**src/rtl/function_total_inverse_if.sv**
```systemverilog
// ---------------------------------------------------------------------------
// function_total_inverse_if
// Request/result bundle for the area-to-width inverter.
//   in_valid / in_ready / area        : request side (area = total area to invert)
//   out_valid / out_ready             : result handshake
//   width / exact / saturated / residual : registered result fields
// master : the requester/consumer (drives requests, takes results)
// slave  : the inverter itself
// ---------------------------------------------------------------------------
interface function_total_inverse_if;
   logic        in_valid;
   logic        in_ready;
   logic [16:0] area;
   logic        out_valid;
   logic        out_ready;
   logic [7:0]  width;
   logic        exact;
   logic        saturated;
   logic [16:0] residual;

   modport master (
      output in_valid, area, out_ready,
      input  in_ready, out_valid, width, exact, saturated, residual
   );

   modport slave (
      input  in_valid, area, out_ready,
      output in_ready, out_valid, width, exact, saturated, residual
   );
endinterface

```
**src/rtl/function_total_inverse.sv**
```systemverilog
// ---------------------------------------------------------------------------
// function_total_inverse
// Recovers the largest 8-bit width w whose total area
//    total(w) = w*w + floor(CIRC_COEF*w*w/256)
// does not exceed the requested area. The answer is built MSB first by
// successive approximation, one trial bit per clock, so a result appears
// eight cycles after the request is accepted.
// Ports:
//   CLK  : clock, rising edge
//   RST  : asynchronous active-low reset
//   bus  : function_total_inverse_if.slave
//          (in_valid/in_ready/area request, out_valid/out_ready handshake,
//           width/exact/saturated/residual result fields)
// ---------------------------------------------------------------------------
module function_total_inverse #(
   parameter int CIRC_COEF = 201
) (
   input logic                     CLK,
   input logic                     RST,
   function_total_inverse_if.slave bus
);

   typedef enum logic [1:0] {
      IDLE   = 2'd0,
      SEARCH = 2'd1,
      DONE   = 2'd2
   } state_t;

   localparam logic [23:0] COEF24 = 24'(CIRC_COEF);

   // Full-precision total: the square is kept at 16 bits and the circle
   // product at 24 bits so nothing is lost before the divide by 256.
   function automatic logic [16:0] totalOf(input logic [7:0] w);
      logic [15:0] sq;
      logic [23:0] prod;
      sq   = {8'd0, w} * {8'd0, w};
      prod = COEF24 * {8'd0, sq};
      return {1'b0, sq} + {1'b0, prod[23:8]};
   endfunction

   state_t      r_state;
   state_t      w_nextState;
   logic [16:0] r_area;
   logic [7:0]  r_acc;
   logic [2:0]  r_idx;
   logic [7:0]  r_width;
   logic        r_exact;
   logic        r_saturated;
   logic [16:0] r_residual;
   logic        r_outValid;

   logic        w_load;
   logic        w_step;
   logic        w_handoff;
   logic [7:0]  w_trial;
   logic [16:0] w_trialTotal;
   logic [7:0]  w_nextAcc;
   logic [16:0] w_finalTotal;
   logic [16:0] w_residual;

   // One candidate per cycle: set the current bit and keep it only if the
   // resulting total still fits under the latched area. Because total(w) is
   // monotonic, this lands on the largest fitting width.
   always_comb begin
      w_trial      = r_acc | (8'd1 << r_idx);
      w_trialTotal = totalOf(w_trial);
      w_nextAcc    = (w_trialTotal <= r_area) ? w_trial : r_acc;
      w_finalTotal = totalOf(w_nextAcc);
      w_residual   = r_area - w_finalTotal;
   end

   // Next-state and control strobes. Requests are only taken in IDLE and
   // results only leave from DONE, so a request can never be accepted on the
   // same edge that a result is handed off.
   always_comb begin
      w_nextState = r_state;
      w_load      = 1'b0;
      w_step      = 1'b0;
      w_handoff   = 1'b0;
      case (r_state)
         IDLE: begin
            if (bus.in_valid) begin
               w_load      = 1'b1;
               w_nextState = SEARCH;
            end
         end
         SEARCH: begin
            w_step = 1'b1;
            if (r_idx == 3'd0) begin
               w_nextState = DONE;
            end
         end
         DONE: begin
            if (r_outValid && bus.out_ready) begin
               w_handoff   = 1'b1;
               w_nextState = IDLE;
            end
         end
         default: begin
            w_nextState = IDLE;
         end
      endcase
   end

   // State register.
   always_ff @(posedge CLK or negedge RST) begin
      if (!RST) begin
         r_state <= IDLE;
      end else begin
         r_state <= w_nextState;
      end
   end

   // Search datapath and result registers. The result fields are loaded on
   // the bit-0 step and then left alone, so they stay stable while waiting
   // for the consumer and keep their values after the handoff.
   // Saturation needs no separate compare: a search that ends at 255 with
   // area left over can only mean the area exceeds total(255).
   always_ff @(posedge CLK or negedge RST) begin
      if (!RST) begin
         r_area      <= 17'd0;
         r_acc       <= 8'd0;
         r_idx       <= 3'd0;
         r_width     <= 8'd0;
         r_exact     <= 1'b0;
         r_saturated <= 1'b0;
         r_residual  <= 17'd0;
         r_outValid  <= 1'b0;
      end else begin
         if (w_load) begin
            r_area <= bus.area;
            r_acc  <= 8'd0;
            r_idx  <= 3'd7;
         end
         if (w_step) begin
            r_acc <= w_nextAcc;
            r_idx <= r_idx - 3'd1;
            if (r_idx == 3'd0) begin
               r_width     <= w_nextAcc;
               r_residual  <= w_residual;
               r_exact     <= (w_residual == 17'd0);
               r_saturated <= (w_nextAcc == 8'hFF) && (w_residual != 17'd0);
               r_outValid  <= 1'b1;
            end
         end
         if (w_handoff) begin
            r_outValid <= 1'b0;
         end
      end
   end

   assign bus.in_ready  = (r_state == IDLE);
   assign bus.out_valid = r_outValid;
   assign bus.width     = r_width;
   assign bus.exact     = r_exact;
   assign bus.saturated = r_saturated;
   assign bus.residual  = r_residual;

endmodule

```
**src/flat_wrapper.sv**
```systemverilog
// flat-port wrapper written by rule: the top's interface ports become plain ports
module function_total_inverse_flat 
#(
   parameter int CIRC_COEF = 201
)
  (CLK, RST, bus_in_valid, bus_area, bus_out_ready, bus_in_ready, bus_out_valid, bus_width, bus_exact, bus_saturated, bus_residual);
  function_total_inverse_if bus_i ();
  input logic CLK;
  input logic RST;
  input wire logic [$bits(bus_i.in_valid)-1:0] bus_in_valid;
  input wire logic [$bits(bus_i.area)-1:0] bus_area;
  input wire logic [$bits(bus_i.out_ready)-1:0] bus_out_ready;
  output wire logic [$bits(bus_i.in_ready)-1:0] bus_in_ready;
  output wire logic [$bits(bus_i.out_valid)-1:0] bus_out_valid;
  output wire logic [$bits(bus_i.width)-1:0] bus_width;
  output wire logic [$bits(bus_i.exact)-1:0] bus_exact;
  output wire logic [$bits(bus_i.saturated)-1:0] bus_saturated;
  output wire logic [$bits(bus_i.residual)-1:0] bus_residual;
  assign bus_i.in_valid = bus_in_valid;
  assign bus_i.area = bus_area;
  assign bus_i.out_ready = bus_out_ready;
  assign bus_in_ready = bus_i.in_ready;
  assign bus_out_valid = bus_i.out_valid;
  assign bus_width = bus_i.width;
  assign bus_exact = bus_i.exact;
  assign bus_saturated = bus_i.saturated;
  assign bus_residual = bus_i.residual;
  function_total_inverse #(.CIRC_COEF(CIRC_COEF)) u_core (.CLK(CLK), .RST(RST), .bus(bus_i));
endmodule
```
**config.mk**
```make
export PLATFORM = sky130hd
export DESIGN_NAME = function_total_inverse_flat
export DESIGN_NICKNAME = d
export VERILOG_FILES = /design/src/rtl/function_total_inverse_if.sv /design/src/rtl/function_total_inverse.sv /design/src/flat_wrapper.sv
export SDC_FILE = /design/constraint.sdc
export NUM_CORES = 1
export LEC_CHECK = 0
export ABC_AREA = 1
export CAP_MARGIN = 10
export CORE_ASPECT_RATIO = 0.6
export CORE_MARGIN = 2
export CORE_UTILIZATION = 42
export DETAILED_ROUTE_END_ITERATION = 12
export HOLD_SLACK_MARGIN = 0.06
export PLACE_DENSITY = 0.68
export REMOVE_ABC_BUFFERS = 1
export SYNTH_ARGS = -nofsm -noshare
export SYNTH_HDL_FRONTEND = slang
export SYNTH_SLANG_ARGS = --single-unit
```
**constraint.sdc**
```tcl
create_clock -name CLK -period 16.79 [get_ports CLK]
set_input_delay 2.5185 -clock CLK [delete_from_list [all_inputs] [get_ports CLK]]
set_output_delay 2.5185 -clock CLK [all_outputs]
set_load 0.03 [all_outputs]
```
# Yosys cells after proc, flatten, opt, wreduce, memory -nomap -nowiden
# Cells that the tools add are included.
# totals
register_bits,58
inputBits,21
word_cells,55
# classes
n_addsub,4
n_mul,4
magnitude_cmp,1
n_eq_ne,6
n_shift,1
n_mux,17
bitwise_logic,1
n_reduce_logical,12
# op_table
cell,count
$mul A8 B16 Y24 const A,2
$add A16 B16 Y17,2
$mul A8 B8 Y16,2
$mux W8,3
$le A17 B17 Y1,1
$logic_not A17 Y1,1
$reduce_bool A17 Y1,1
$sub A17 B17 Y17,1
$eq A8 B8 Y1 const B,1
$mux W1,8
$or A8 B8 Y8,1
$shl A1 B3 Y8 const A,1
$mux W2,3
$mux W3,2
$pmux W2 S3,1
$reduce_bool A2 Y1,3
$ne A2 B1 Y1 const B,2
$reduce_and A2 Y1,2
$logic_not A3 Y1,1
$reduce_and A3 Y1,1
$sub A3 B1 Y3 const B,1
$eq A2 B1 Y1 const B,1
$eq A2 B2 Y1 const B,1
$logic_and A1 B1 Y1,2
2 further kinds,2

# Logic depth before layout (Yosys ltp)
# depth
depth_word,13
mapped_depth,119

# Worst setup path after synthesis
# Ideal clock, no wire load.
# synth_path
path_type,register -> register
from,register u_core.r_idx[0]
to,"register u_core.r_saturated, in the netlist u_core.bus.saturated"
t_arrival_ps,17179
t_required_ps,16673
path_slack_ps,-505
stages_incl_launch_ff,106
path_buffers,1
synth_period_minus_slack_ps,17295
path_cell_list,dfrtp_1 -> inv_1 -> ha_1 -> a21oi_1 -> clkinv_1 -> nand2_1 -> inv_1 -> fa_1 -> inv_1 -> fa_1 -> fa_1 -> fa_1 -> inv_1 -> ha_1 -> a21oi_1 -> o211ai_1 -> nand2_1 -> nand2_1 -> (+70 left out) -> nand3_1 -> nand2_1 -> fa_1 -> inv_1 -> ha_1 -> nand2_1 -> nor2_1 -> inv_1 -> nor2_1 -> nor2_1 -> nand2_1 -> nand2_1 -> nand2_1 -> nand3_1 -> nor3_1 -> nand2_1 -> nand2_1 -> nand2_1
# synth_between
elab_chain_len,13
# synth_rtl
element,line_no,text
from (decl),function_total_inverse.sv:45,logic [2:0] r_idx;
from (signal assigned),function_total_inverse.sv:137,r_idx <= r_idx - 3'd1;
$shl A1 B3 Y8,function_total_inverse.sv:65,w_trial = r_acc | (8'd1 << r_idx);
$or A8 B8 Y8,function_total_inverse.sv:65,
$mul A8 B8 Y16,function_total_inverse.sv:36,"sq = {8'd0, w} * {8'd0, w};"
$mul A8 B16 Y24,function_total_inverse.sv:37,"prod = COEF24 * {8'd0, sq};"
$add A16 B16 Y17,function_total_inverse.sv:38,"return {1'b0, sq} + {1'b0, prod[23:8]};"
$le A17 B17 Y1,function_total_inverse.sv:67,w_nextAcc = (w_trialTotal <= r_area) ? w_trial : r_acc;
$mux W8,function_total_inverse.sv:67,
$mul A8 B8 Y16,function_total_inverse.sv:36,
$mul A8 B16 Y24,function_total_inverse.sv:37,
$add A16 B16 Y17,function_total_inverse.sv:38,
$sub A17 B17 Y17,function_total_inverse.sv:69,w_residual = r_area - w_finalTotal;
$reduce_bool A17 Y1,function_total_inverse.sv:142,r_saturated <= (w_nextAcc == 8'hFF) && (w_residual != 17'd0);
$logic_and A1 B1 Y1,function_total_inverse.sv:142,
to (signal assigned),function_total_inverse.sv:142,
to (decl),function_total_inverse.sv:48,logic r_saturated;
# Parallel ways exist; a longest one is shown, timed or not.
# A chain may end at the register's enable or synchronous reset.

# Worst setup path after layout
# Ends and elaborated chain as after synthesis.

==> metrics.md <==
| Metric | Value |
|---|---|
| Top FF cell, synth | dfrtp_1 |
| Post-CTS Hold Fix Bufs | 0 |
| Synth warn | 0 |
| CP max FO | 8 |
| Met3 Use GR | 0.0581 |
| CP max stage delay | ~0.64 ns |
| Initial antenna violation count | 1 |
| I/O Buffers | between 40 and 50 |
| Arrival time of the worst setup path | roughly 19 ns |
| Mean post-synth cell area | 7.41 um2 |
| Cell Area, Synth | 12200 um2 |
| Synth cell types | 53 |
| Syn Inst Count | roughly 1.6k |
| DR WL/cell | 21.0 um |
| DRC viols | 0 |
| Grt ovf | 0 |
| Initial drt markers | approximately 1.5k |
| CP most frequent cell | nand2_1 |
| DR vias/cell | approximately 5.7 |
| CP max stage cell | fa_1 |
| Final Hold Violating Endpoints | 0 |
| Placer congestion estimate | 0.956 |
| Met1 Use GR | 0.390 |
| Min cycle time layout | 18.32 ns |
| Routing usage on met2 | 0.415 |
| Area post-placement | 15500 um2 |
| GRT Total Usage | 0.269 |
| Fmax | 54.6 MHz |
| CTS Buf Count | 9 |
| RSZ-0062 raised after global routing | true |
| Clk_lat worst skew | 0.38 ns |
| Final worst slack | -1.53 ns |
| Post-route ant nets | 0 |
| Fin area | between 15000 and 20000 um2 |
| Setup Skew | 0.0142 ns |
| HP Class | flop to flop |
| Kind of end point of the critical path | flop |
| Core area | roughly 29000 um2 |
| Failing checks | negative setup slack |
| First-pass GRT wire length | ~65000 um |
| Starting Density | 0.425 |
| Die width | around 220 um |
| DIE AREA | about 30000 um2 |
| Fill count | approximately 1.9k |
| FF-to-FF setup slack | -1.53 ns |
| Setup Crit Path Kind | flop to flop |
| Ratio of cells with drive above 1 in the final layout | 0.440 |
| CTS sink count | 58 |
| Post-layout util | 0.684 |
| Async SR Flop Fraction | 1.00 |
| Hold Slack | 0.482 ns |
| IO Pins | 50 |
| Drt first pass iters | 7 |
| Setup TNS | -15.71 ns |
| Post-synth EDFFs | 0 |
| CTS root buf | clkbuf_16 |
| # setup viols final | 16 |
| CTS tree | done |
| Slew margin rel. | 0.248 |
| DP Wirelength | between 30000 and 40000 um |
| GRT Max-Usage Layer | met2 |
| H-tree lvl count | 3 |
| Startpoint types | flop |
| Vias in the first global route | between 10k and 15k |
| Sequential fraction of the synthesis area | 0.119 |
| Final period util | 1.09 |
| Clock-pin slew on the worst setup and hold paths | 0.07 ns |
| Die Y | ~140 um |
| Post-layout nets | 2444 |
| Largest net degree at the start of global routing | just under 60 |
| Synth Register Bits | between 50 and 60 |
| Final Slew Violations | 0 |
| Total Routed Length | between 50000 and 60000 um |
| Worst slew pin tran | approximately 1.1 ns |
| Row count | between 40 and 50 |
| Maximum clock path buffer count | 2 |
| Max_cap viols | 0 |
| Status | complete, but fails checks |
| Via count | roughly 14k |
| Worst Path Required | roughly 17 ns |
| Area growth syn-to-layout | 61.0% |
[metal layers]
| metal | up-vias | wire, um |
|---|---|---|
| li1 | 6117 | - |
| met1 | 6672 | 20400 |
| met2 | 864 | 23000 |
| met3 | 335 | 5090 |
| met4 | 0 | 3360 |
| met5 | - | 0 |
[state kept, by name (all words and copies together) (netlist names)]
register and flops:
u_core.r_state 2, u_core.bus.width 8, u_core.bus.out_valid 1, u_core.r_idx 3, u_core.r_acc 8, u_core.bus.saturated 1, u_core.r_area 17, u_core.bus.residual 17
u_core.bus.exact 1
[placed cells by master (no fill, tap or decap), types with 10 or more instances in the layout]
| cell | instances |
|---|---|
| a21o_1 | 11 |
| a21oi_1 | 37 |
| a21oi_2 | 35 |
| a21oi_4 | 22 |
| buf_4 | 370 |
| buf_6 | 35 |
| clkdlybuf4s50_1 | 48 |
| dfrtp_1 | 55 |
| fa_1 | 74 |
| ha_1 | 147 |
| ha_4 | 97 |
| inv_1 | 263 |
| inv_2 | 69 |
| nand2_1 | 264 |
| nand2_2 | 77 |
| nand2_4 | 26 |
| nand3_1 | 45 |
| nand3_2 | 21 |
| nand4_1 | 10 |
| nor2_1 | 78 |
| nor2_2 | 19 |
| nor2_4 | 16 |
| o21ai_0 | 43 |
| o21ai_4 | 14 |
| xnor2_1 | 15 |
| xnor2_2 | 11 |
| xor2_1 | 41 |
| xor2_2 | 10 |
[final timing paths]
path / startpoint / endpoint / depth (start not counted)
max in group asynchronous: RST / u_core.r_idx[2] / 2
hold / removal: u_core.bus.width[1] / u_core.bus.width[1] / 2
setup / recovery: u_core.r_idx[0] / u_core.bus.saturated / 101
min in group asynchronous: RST / u_core.r_area[1] / 2
hold reg to reg: u_core.bus.width[1] / u_core.bus.width[1] / 2
setup reg to reg: u_core.r_idx[0] / u_core.bus.saturated / 101
[layout make-up]
class                   count  area, um2  share of cell area
well taps                 375        469              0.0239
repair buffers            456       3700               0.189
clock inverters             7        125             0.00638
inverters                 341       1300              0.0663
clock buffers               9        225              0.0115
flip-flops and latches     58       1460              0.0742
multi-input cells        1228      12300               0.629
diodes                      1       2.50            0.000128
[through the flow]
step | instances | setup slack, ns
CTS | 2430 | -0.0972
finish | 2475 | -1.53
global route | 2474 | -1.98
floorplan | 1627 | -0.551
global placement | 2376 | -1.16
detailed placement | 2376 | -1.76
[what timing repair did]
item,CTS,global route
gates resized for setup,261,341
endpoints found under the setup margin,18,18
setup buffers,39,48
pin swaps,103,222
[logic make-up (layout without fill, tap and decap cells)]
group / Yosys count / after routing / synth area share
AOI/OAI and AO/OA: 220 / 220 / 0.109
xor gates and xnor gates: 90 / 90 / 0.0675
adders and majority gates: 329 / 329 / 0.389
buffers and inverters: 357 / 813 / 0.111
DFF: 58 / 58 / 0.119
other: 0 / 1 / 0
and+or+nand+nor: 589 / 589 / 0.205
[worst max-delay path, delay by kind of cell, from the launching register on]
| kind | cells | cell delay [ns] |
|---|---|---|
| and+or+nand+nor | 30 | 3.11 |
| DFF | 1 | 0.46 |
| buffers and inverters | 26 | 2.52 |
| AOI/OAI and AO/OA | 17 | 2.90 |
| xor gates and xnor gates | 5 | 1.09 |
| adders and majority gates | 23 | 8.07 |
[cell usage after synthesis, drive strengths merged, types with 10 or more instances]
master,count,area [um2]
nand3,71,365
o21bai,13,109
nor2,113,442
a21o,11,82.6
xor2,60,559
xnor2,30,263
nand2,370,1450
nand4,10,62.6
fa,83,1660
inv,338,1270
o21ai,73,433
a21oi,94,482
clkbuf,13,48.8
dfrtp,58,1450
nor3,10,61.3
ha,246,3080
Power is left out: the tool's default activity adds up to more than one toggle a clock period on the data nets, which glitch-free logic cannot reach.
==> RTL edit: new RTL, same settings <==
Make the reset (`RST`) synchronous in 2 clocked blocks. Comments in the files are not updated.
--- a/src/rtl/function_total_inverse.sv
+++ b/src/rtl/function_total_inverse.sv
@@ -104,5 +104,5 @@
 
    // State register.
-   always_ff @(posedge CLK or negedge RST) begin
+   always_ff @(posedge CLK) begin
       if (!RST) begin
          r_state <= IDLE;
@@ -117,5 +117,5 @@
    // Saturation needs no separate compare: a search that ends at 255 with
    // area left over can only mean the area exceeds total(255).
-   always_ff @(posedge CLK or negedge RST) begin
+   always_ff @(posedge CLK) begin
       if (!RST) begin
          r_area      <= 17'd0;
Behaviour: differs if RST is asserted again (counterexample within 4 cycles, from zero or initial values and one cycle with RST low); with RST held inactive, the same outputs for 10 cycles.
==> RTL edit against the original RTL <==
- the flow still finishes with violations (negative setup slack)
- sequential cell count unchanged
- worst setup slack improved by 0.66 ns
- design area fell by 4.6%
- routed wire length down 17%
- area after synthesis fell by 0.80%
- hold slack got worse by 0.016 ns
- critical endpoint is now u_core.bus.exact
Power is not shown: default switching activity piles up to over one toggle a cycle in this logic, so the estimate is an artifact.
==> RTL edit: results (changes against the original RTL) <==
Logic synthesis
  – Largest cells by area after synthesis: ha_1 25%, fa_1 14%, inv_1 11%
  – Synth unique cells: 52 (-1.9%)
  – Primary FF master, synth: dfxtp_1
  – Post-synth EDFFs: 0 (unchanged)
  – Post-synth ARST share: 0% (-100 points)
  – Register area share after synthesis: 9.61% (-2.3 points)
  – Synth warnings: 0 (unchanged)
  – Synth top cells by count: 357 x inv_1, 320 x nand2_1, 246 x ha_1, 111 x a21oi_1, 95 x nor2_1

CTS
  – H-tree Lvls: 3 (unchanged)
  – Clock Path Buffers: 2 (unchanged)
  – TritonCTS Buffers: 9 (unchanged)
  – Clock Root Buffer: clkbuf_16

Worst setup path
  – Crit path max-delay family: adder cells
  – Slowest CP cell: fa_1
  – Crit-path max cell delay: 0.57 ns (-0.07 ns)
  – Worst Reg-to-Reg Cells: 96 (-5.0%)
  – CP Data Arrival Time: 17.94 ns (-0.63 ns)
  – Crit Reg-Reg Startpoint: u_core.r_idx[0]
  – RR Endpoint: u_core.bus.exact
  – CP endpoint kind: flip-flop

Drt
  – First-pass iteration count of the detailed router: 8 (+1)
  – Initial drt markers: 850 (-42%)
  – Total wire length: 43000 um (-17%)
  – Post-DR vias/cell: 5.17 (-8.6%)

STA
  – Setup-failing EPs final: 13 (-3)
  – Clock Skew: 0.0124 ns (-0.00187 ns)
  – Min Hold Slack: 0.466 ns (-0.0157 ns)
  – Max-slew headroom: 34.9% (+10 points)
  – Setup WS post-layout: -0.872 ns (+0.657 ns)

Global routing
  – Antenna violations before repair: 0 (-1)
  – Largest net degree at the start of global routing: 49 (-17%)
  – Global-route wire length before repair: 62000 um (-4.0%)
  – Number of global-route vias before repair: 12400 (-2.3%)
  – GRT Resource Usage Total: 25.8% (-1.1 points)

Run status
  – Outcome: finished, violations left
  – Violated checks: negative setup slack

Cells and area
  – Layout cell share with drive strength beyond 1: 40.3% (-3.8 points)
  – Diode count: 0 (-1)
  – Filler instances: 2107 (+11%)
  – Layout Nets: 2494 (+2.0%)

Placement
  – Gp weighted congestion: 0.920 (-3.8%)
  – Post-Place Setup Slack: -1.76 ns (+0.00240 ns)
  – Port-buffer cells: 49 (unchanged)
  – DP HPWL: 29700 um (-2.5%)

Hold path
  – Hold Path End: u_core.bus.width[4]
  – Worst Hold Depth: 2 (unchanged)
  – Hold wc startpoint: u_core.bus.width[4]
RTL edit: changes by cell type in the layout (fill, tap and decap cells not counted), moves of 17 or more:
cell     before  now
nor2_1       78   61
buf_4       370  412
dfrtp_1      55    0
ha_4         97   71
dfxtp_1       0   55
a21oi_1      37   66
inv_1       263  309
ha_1        147  174
RTL edit: cell type report:
type / instances / area share, %
clock buffer: 10 / 1.28
clock inverter: 5 / 0.294
multi-input combinational: 1217 / 61.5
inverter: 374 / 7.63
timing repair buffer: 484 / 20.6
tap: 375 / 2.51
sequential: 58 / 6.25
RTL edit: cell families after synthesis:
family | count (synthesis) | synth area share [%]
xor gates and xnor gates | 87 | 6.43
AOI/OAI and AO/OA | 240 | 11.9
and+or+nand+nor | 561 | 20.4
buffers and inverters | 396 | 12.5
DFF | 58 | 9.61
adders and majority gates | 329 | 39.2
RTL edit: layer usage:
| layer | wire (um) | global-route usage, % | vias up |
|---|---|---|---|
| met4 | 1150 | 4.81 | 0 |
| met5 | 0 | 0 | - |
| met3 | 3450 | 6.25 | 109 |
| li1 | - | - | 6255 |
| met1 | 19200 | 36.4 | 6175 |
| met2 | 19200 | 40.5 | 497 |
RTL edit: what timing repair did:
| action | CTS | global route |
|---|---|---|
| hold endpoints to repair | 0 | 0 |
| setup endpoints to repair | 17 | 18 |
| pin swaps | 128 | 149 |
| resized for setup | 225 | 232 |
| buffers inserted | 35 | 38 |
RTL edit: per-stage QoR:
stage	TNS [ns]	utilization (%)	cells	cell area (um^2)
after floorplan	-3.06	-	1649	12000
after global placement	-11.18	55.0	2437	15700
after detailed placement	-20.04	55.0	2437	15700
after CTS	-1.21	61.0	2487	17400
after global routing	-16.23	65.6	2523	18700
final	-6.27	65.6	2523	18700
